### src/rtl/vedic_mul32_seq_pkg.sv
// Shared types and constants for the sequential 32x32 multiplier
// that is built around a single 16x16 core.
package vedic_mul32_pkg;

    localparam int unsigned HALF_W   = 16;
    localparam int unsigned OP_W     = 32;
    localparam int unsigned PROD_W   = 64;
    localparam int unsigned CORE_P_W = 33;

    // Partial-product weights, in the order P0..P3: aL*bL, aL*bH, aH*bL, aH*bH.
    localparam int unsigned SH_P0 = 0;
    localparam int unsigned SH_P1 = 16;
    localparam int unsigned SH_P2 = 16;
    localparam int unsigned SH_P3 = 32;

    typedef enum logic [2:0] {
        IDLE,
        MUL0,
        MUL1,
        MUL2,
        MUL3,
        DRAIN,
        DONE
    } state_t;

endpackage

### src/rtl/vedic_mul32_seq_mul16.sv
// Combinational 16x16 unsigned Vedic multiplier core.
// It is built from four 8x8 vertical/crosswise partial products.
module Multiplier16x16
    import vedic_mul32_pkg::*;
(
    input  logic [HALF_W-1:0]   a,
    input  logic [HALF_W-1:0]   b,
    output logic [CORE_P_W-1:0] p
);

    logic [15:0] ll;
    logic [15:0] lh;
    logic [15:0] hl;
    logic [15:0] hh;
    logic [16:0] mid;

    assign ll  = 16'(a[7:0])  * 16'(b[7:0]);
    assign lh  = 16'(a[7:0])  * 16'(b[15:8]);
    assign hl  = 16'(a[15:8]) * 16'(b[7:0]);
    assign hh  = 16'(a[15:8]) * 16'(b[15:8]);
    assign mid = 17'(lh) + 17'(hl);

    assign p = 33'(ll) + (33'(mid) << 8) + (33'(hh) << 16);

endmodule

### src/rtl/vedic_mul32_seq.sv
// Sequential unsigned 32x32 multiplier. Four half-word products are issued
// through one shared 16x16 core and accumulated into a 64-bit result.
import vedic_mul32_pkg::*;

module vedic_mul32_seq #(
    parameter int unsigned OUT_REG = 0
) (
    input  logic              clk,
    input  logic              rst,
    input  logic              in_valid,
    output logic              in_ready,
    input  logic [OP_W-1:0]   in_a,
    input  logic [OP_W-1:0]   in_b,
    output logic              out_valid,
    input  logic              out_ready,
    output logic [PROD_W-1:0] out_product,
    output logic              busy
);

    state_t                state;
    state_t                state_nx;
    logic [OP_W-1:0]       a_q;
    logic [OP_W-1:0]       b_q;
    logic [HALF_W-1:0]     core_a;
    logic [HALF_W-1:0]     core_b;
    logic [CORE_P_W-1:0]   core_p;
    logic [CORE_P_W-1:0]   pp_q;
    logic [CORE_P_W-1:0]   pp;
    logic [PROD_W-1:0]     acc;
    logic                  add_en;
    logic [5:0]            add_sh;
    logic                  accept;

    assign in_ready    = (state == IDLE) && !rst;
    assign out_valid   = (state == DONE);
    assign busy        = (state != IDLE);
    assign out_product = acc;
    assign accept      = in_valid && in_ready;

    Multiplier16x16 u_core (
        .a (core_a),
        .b (core_b),
        .p (core_p)
    );

    always_comb begin
        state_nx = state;
        case (state)
            IDLE:    if (accept) state_nx = MUL0;
            MUL0:    state_nx = MUL1;
            MUL1:    state_nx = MUL2;
            MUL2:    state_nx = MUL3;
            MUL3:    state_nx = (OUT_REG != 0) ? DRAIN : DONE;
            DRAIN:   state_nx = DONE;
            DONE:    if (out_ready) state_nx = IDLE;
            default: state_nx = IDLE;
        endcase
    end

    always_comb begin
        core_a = '0;
        core_b = '0;
        case (state)
            MUL0: begin core_a = a_q[15:0];  core_b = b_q[15:0];  end
            MUL1: begin core_a = a_q[15:0];  core_b = b_q[31:16]; end
            MUL2: begin core_a = a_q[31:16]; core_b = b_q[15:0];  end
            MUL3: begin core_a = a_q[31:16]; core_b = b_q[31:16]; end
            default: ;
        endcase
    end

    // With the product register, each term is added one state after its issue,
    // so the weight follows the previous MUL state and DRAIN absorbs P3.
    always_comb begin
        add_en = 1'b0;
        add_sh = '0;
        if (OUT_REG != 0) begin
            pp = pp_q;
            case (state)
                MUL1:  begin add_en = 1'b1; add_sh = 6'(SH_P0); end
                MUL2:  begin add_en = 1'b1; add_sh = 6'(SH_P1); end
                MUL3:  begin add_en = 1'b1; add_sh = 6'(SH_P2); end
                DRAIN: begin add_en = 1'b1; add_sh = 6'(SH_P3); end
                default: ;
            endcase
        end else begin
            pp = core_p;
            case (state)
                MUL0: begin add_en = 1'b1; add_sh = 6'(SH_P0); end
                MUL1: begin add_en = 1'b1; add_sh = 6'(SH_P1); end
                MUL2: begin add_en = 1'b1; add_sh = 6'(SH_P2); end
                MUL3: begin add_en = 1'b1; add_sh = 6'(SH_P3); end
                default: ;
            endcase
        end
    end

    always_ff @(posedge clk) begin
        if (rst) begin
            state <= IDLE;
            a_q   <= '0;
            b_q   <= '0;
            pp_q  <= '0;
            acc   <= '0;
        end else begin
            state <= state_nx;
            pp_q  <= core_p;
            if (accept) begin
                a_q <= in_a;
                b_q <= in_b;
                acc <= '0;
            end else if (add_en) begin
                acc <= acc + (PROD_W'(pp) << add_sh);
            end
        end
    end

endmodule

### config.mk
export PLATFORM = sky130hd
export DESIGN_NAME = vedic_mul32_seq
export DESIGN_NICKNAME = d
export VERILOG_FILES = /design/src/rtl/vedic_mul32_seq_pkg.sv /design/src/rtl/vedic_mul32_seq_mul16.sv /design/src/rtl/vedic_mul32_seq.sv
export SDC_FILE = /design/constraint.sdc
export NUM_CORES = 1
export LEC_CHECK = 0
export BUFFER_PORTS_ARGS = -buffer_cell sky130_fd_sc_hd__buf_2
export CAP_MARGIN = 10
export CORE_AREA = 10 10 230 232
export CTS_BUF_LIST = sky130_fd_sc_hd__clkbuf_4 sky130_fd_sc_hd__clkbuf_8 sky130_fd_sc_hd__clkbuf_16
export DETAILED_ROUTE_END_ITERATION = 10
export DIE_AREA = 0 0 240 242
export GPL_ROUTABILITY_DRIVEN = 0
export PLACE_DENSITY_LB_ADDON = 0.15
export SLEW_MARGIN = 10
export SYNTH_ARGS = -nofsm -noshare
export SYNTH_HDL_FRONTEND = slang
export SYNTH_SLANG_ARGS = --single-unit
### constraint.sdc
create_clock -name clk -period 15.5 [get_ports clk]
set_input_delay 0.775 -clock clk [delete_from_list [all_inputs] [get_ports clk]]
set_output_delay 0.775 -clock clk [all_outputs]
set_load 0.01 [all_outputs]
# == Word level (Yosys, flattened, before mapping) ==
# Cells that the tools add are included.
# classes
n_addsub,4
mul,4
n_eq_ne,8
shift,1
n_mux,7
reduce_logical,14
# op_table
op,count
64-bit adder,1
8-bit by 8-bit multiplier with 16-bit output,4
16-bit case mux with 2 select lines,2
33-bit by 6-bit left shift with 64-bit output,1
26-bit by 32-bit adder with 33-bit output,1
16-bit by 25-bit adder with 26-bit output,1
3-bit case mux with 6 select lines,1
16-bit by 16-bit adder with 17-bit output,1
2-bit OR reduction,7
6-bit case mux with 2 select lines,1
"3-bit equality test, second input constant",3
"3-bit by 2-bit equality test with 1-bit output, second input constant",2
3-bit 2-to-1 mux,2
4-bit OR reduction,1
"3-bit by 1-bit equality test with 1-bit output, second input constant",1
3-bit logical NOT,1
3-bit nonzero test,1
1-bit logical AND,2
"2-bit by 1-bit != test with 1-bit output, second input constant",1
"2-bit != test, second input constant",1
2-bit AND reduction,1
1-bit logical NOT,1
1-bit 2-to-1 mux,1
# totals
regBits,131
inputBits,68
output_inout_bits,67

# == Logic depth before layout (Yosys ltp) ==
# depth
depth_word,9
ltp_mapped,53
mapped_depth_nobuf,49

# == Cells and area by module ==
# From an unflattened synthesis, not the netlist that was laid out.
# unflattened
cells_unflattened,2433
hier_area_um2,18918.1
# modules_own_cells
mod,instances,cells_each,area_per_inst_um2,seq_area_each_um2
Multiplier16x16,1,1125,9596.7,0.0
vedic_mul32_seq,1,1308,9321.4,2622.5

# == Least setup slack after synthesis ==
# OpenSTA, ideal clock, no wires.
# synth_timing
kind,register to register
startpoint,register state[0]
endpoint,register acc[63] (netlist: out_product[63])
setup_ns,0.070
arrival_ns,11.004
required_ns,15.430
slack_ns,4.426
path_stages_with_launch,47
n_path_buf,5
synth_period_minus_slack_ns,11.074
cell_sequence,dfxtp_1 -> clkbuf_1 -> nor3_1 -> clkbuf_1 -> clkbuf_1 -> buf_1 -> a21o_1 -> nand2_1 -> fa_1 -> fa_1 -> fa_1 -> inv_1 -> fa_1 -> fa_1 -> inv_1 -> fa_1 -> inv_1 -> ha_1 -> (+11 left out) -> a21oi_1 -> a221oi_2 -> nand2b_1 -> or3_1 -> o21ai_0 -> ha_1 -> buf_6 -> a21o_1 -> a21o_1 -> a311o_1 -> a21oi_1 -> o21ai_1 -> a211oi_2 -> a21oi_2 -> o41ai_2 -> xor2_1 -> or3_1 -> a21oi_1
# synth_via
elab_chain_cells,9
word_cells_on_any_way,27
# synth_rtl
item,line,text
start: declaration,vedic_mul32_seq.sv:20,state_t state;
start signal: assignment,vedic_mul32_seq.sv:106,state <= state_nx;
3-bit equality test (tied with other cells),"vedic_mul32_seq.sv:63, vedic_mul32_seq.sv:88",
2-bit OR reduction (no source line),--,
16-bit case mux with 2 select lines,vedic_mul32_seq.sv:63,case (state)
"8-bit by 8-bit multiplier with 16-bit output, on equally long branches","vedic_mul32_seq_mul16.sv:18, vedic_mul32_seq_mul16.sv:19",
16-bit by 16-bit adder with 17-bit output,vedic_mul32_seq_mul16.sv:21,assign mid = 17'(lh) + 17'(hl);
16-bit by 25-bit adder with 26-bit output,vedic_mul32_seq_mul16.sv:23,assign p = 33'(ll) + (33'(mid) << 8) + (33'(hh) << 16);
26-bit by 32-bit adder with 33-bit output,vedic_mul32_seq_mul16.sv:23,
33-bit by 6-bit left shift with 64-bit output,vedic_mul32_seq.sv:113,acc <= acc + (PROD_W'(pp) << add_sh);
64-bit adder,vedic_mul32_seq.sv:113,
end signal: assignment,vedic_mul32_seq.sv:113,
end: declaration,vedic_mul32_seq.sv:29,logic [PROD_W-1:0] acc;
# Several ways; a longest one is shown, not always the timed one.
# A chain may end at the register's enable or synchronous reset.

# == Worst setup path after layout ==
# layout_timing
startpoint,register state[2]
endpoint,register acc[53] (netlist: out_product[53])
# The elaborated chain is that of the path after synthesis.

==> reports/metrics.cfg <==
[outcome]
run_status=finished, final reports clean

[drt]
drt_iter0_drc=1190
drc=0
dr.pass1.iters=7
viasPerCell=5.40
wirelength_um=61300
routedWlPerCell_um=19.3
antenna_left=0
vias=17100

[final_layout]
multi_input_area_mm2=0.0149
layout-drive-gt1-share=0.0999
post-route-cell-area_mm2=0.0209
area_growth_pct=9.87
fillers=4996
diodes=0
regArea_mm2=0.00262
final_net_count=3021

[power]
p_switching_uw=383
power_switching_share=0.353
power.internal_uw=703
power_density_mw_per_mm2=51.9
p_leak_nw=11.0
pwr-share-seq=0.353
power_frac_comb=0.246
ir_drop_mv=0.0897
p_clk_frac=0.402

[timing]
slew_viol_final=0
fin_worst_skew_ns=0.0100
post-route-min-period_ns=13.40
rsz0062_at_grt=no
fin_setup_tns_ns=0
max_freq_mhz=74.6
worst_slack_ns=2.10
worstMarginPinSlew_ns=1.19
hold_viol=0
period_share=0.865
finalSetupViolCount=0
max_slew_margin=0.207

[grt]
antenna_found_initial=0
grt_start_max_net_pins=71
grt_pass1_wl_um=97600
grt-ovfl-total=0
grt.total_usage=0.212
grt_pass1_vias=17300

[floorplan]
ios=135
core_mm2=0.0484
initial_core_util=0.393
die_w_um=240
die_h_um=242
rows=81
dieArea_mm2=0.0581

[worst_setup_path]
critPathBufInv=7
cp_slowest_cell=dfxtp_2
worstSetupStartpoint=state[2]$_SDFFE_PP0P_
cp_max_fo=57
worst_ep_arrival_time_ns=13.73
worstSetupEndpointType=flip-flop
worstPathRequired_ns=15.82
start_kind=flip-flop
path_class=flip-flop to flip-flop
critPathMaxStageDelay_ns=0.96
crit_family=compound AO/OA/AOI/OAI gates
r2r_start=state[2]$_SDFFE_PP0P_
path_common_cell=inv_1

[hold_path]
min_from=out_product[48]$_SDFFE_PP0P_
hold_path_class=flip-flop to flip-flop

[synthesis]
synth_top_family_by_area=adder cells
synthAdderAreaFrac=0.342
muxShareOfSynthArea=0.00210
syn_area_per_cell_um2=7.72
synth_compound_area_frac=0.178
yosysSeqAreaShare=0.138
synth-simple-area-share=0.210
ys_top_cells_by_area=fa_1 (19%), ha_1 (15%), dfxtp_1 (14%)
yosysTopAreaCellShare=0.188
ys_ff_latch=131
postSynthNetCount=2949
synthXorXnorAreaFrac=0.0477
yosysTopAreaCell=fa_1
netlist_area_mm2=0.0191
synth_cell_types=90
yosysWarnings=0
synth_edf_count=0
synth-main-ff-cell=dfxtp_1
syn_inst=2468
async_reset_ff_frac=0

[clock_tree]
insertion_delay_ns=0.45
cts.htree.levels=4
cts_tree=yes
cts.sinks=131
root_buffer=clkbuf_16
cts_max_path_buffers=2
cts_made_buffers=17
cts_setup_buffers=0
cts_resized=0
ctsHoldBuffers=0
clkTransAtPathRegs_ns=0.06

[placed_design]
dp_slack_ns=2.27
io_buffer_count=134
dp_hpwl_um=49900
dpl_cell_area_mm2=0.0203

[job]
cap_violations=0

sequential cells by signal (all words and copies together) (netlist names):
signal	cells
state	3
b_q	32
out_product	64
a_q	32
per-layer routing:
metal,GRT usage,share of wire,vias up
li1,-,-,8324
met1,0.284,0.46,8279
met2,0.349,0.47,472
met3,0.0315,0.047,67
met4,0.0510,0.021,0
met5,0,0,-
power by group through the flow:
stage	sequential (mW)	clock [mW]	combinational (mW)
global route	0.385	0.461	0.294
floorplan	0.378	0	0.178
global placement	0.390	0	0.263
detailed placement	0.390	0	0.265
finish	0.383	0.436	0.267
CTS	0.383	0.448	0.266
synthesized netlist by cell type (5+ instances only):
master and count:
or2_2 20, a22oi_1 31, o22ai_1 13, nand2_1 392, nor2b_1 12, or3_1 7
clkbuf_1 88, fa_1 179, buf_2 10, ha_1 234, xor2_1 38, and2_1 14
nor3_1 15, a21o_1 74, nand4_1 13, nor2_1 275, a21oi_1 170, a22o_1 7
a31oi_1 12, o21ai_0 56, dfxtp_1 131, nand3b_1 64, a211oi_1 12, o21ai_1 25
nand2b_1 13, xnor2_1 64, o21a_1 27, o211ai_1 5, inv_1 302, nand3_1 30
buf_1 11, and3_1 18, o21bai_1 11
final cells by class:
| type | instances | share of cell area |
|---|---|---|
| clock buffer | 19 | 0.0216 |
| clock inverter | 13 | 0.00830 |
| inverter | 303 | 0.0543 |
| multi-input combinational | 1924 | 0.711 |
| sequential | 131 | 0.125 |
| tap | 622 | 0.0372 |
| timing repair buffer | 163 | 0.0424 |
kinds of logic after synthesis:
family                   after synthesis
multiplexers                           4
XOR/XNOR                             103
AND/OR/NAND/NOR                      893
flip-flops                           131
buffers and inverters                413
AO/OA/AOI/OAI                        511
adder cells (fa/ha/maj)              413
cell usage in the layout, fill, tap and decap left out, types with 14 or more instances in the layout:
| cell | n |
|---|---|
| nand2_1 | 390 |
| inv_1 | 302 |
| nor2_1 | 275 |
| ha_1 | 234 |
| fa_1 | 179 |
| a21oi_1 | 169 |
| buf_2 | 134 |
| dfxtp_1 | 130 |
| a21o_1 | 74 |
| xnor2_1 | 64 |
| nand3b_1 | 64 |
| o21ai_0 | 56 |
| xor2_1 | 38 |
| a22oi_1 | 31 |
| nand3_1 | 30 |
| buf_4 | 29 |
| o21a_1 | 27 |
| o21ai_1 | 25 |
| or2_2 | 20 |
| and3_1 | 18 |
| clkbuf_16 | 17 |
| nor3_1 | 14 |
worst register-to-register path: cells and delay by family (launching register included):
family                     cells  cell delay [ns]
AOI/OAI and AO/OA             20             4.48
xor gates and xnor gates       3             0.52
adders and majority gates     10             4.21
buffers and inverters          7             1.12
DFF                            1             0.96
and+or+nand+nor                9             2.02
through the flow:
| step | instances | utilization | hold slack, ns | total power, mW |
|---|---|---|---|---|
| after CTS | 3175 | 0.432 | 0.469 | 1.10 |
| after global routing | 3175 | 0.432 | 0.484 | 1.14 |
| after detailed placement | 3143 | 0.419 | 0.468 | 0.655 |
| final | 3175 | 0.432 | 0.478 | 1.09 |
| after floorplan | 2468 | - | 0.446 | 0.555 |
| after global placement | 3143 | 0.419 | 0.463 | 0.653 |
final timing paths:
| path | to | slack [ns] | depth (start not counted) |
|---|---|---|---|
| min | out_product[48]$_SDFFE_PP0P_ | 0.48 | 2 |
| max | out_product[53]$_SDFFE_PP0P_ | 2.10 | 49 |
| max reg2reg | out_product[53]$_SDFFE_PP0P_ | 2.10 | 49 |
| min reg2reg | out_product[48]$_SDFFE_PP0P_ | 0.48 | 2 |
(Power assumes the default switching activity.)
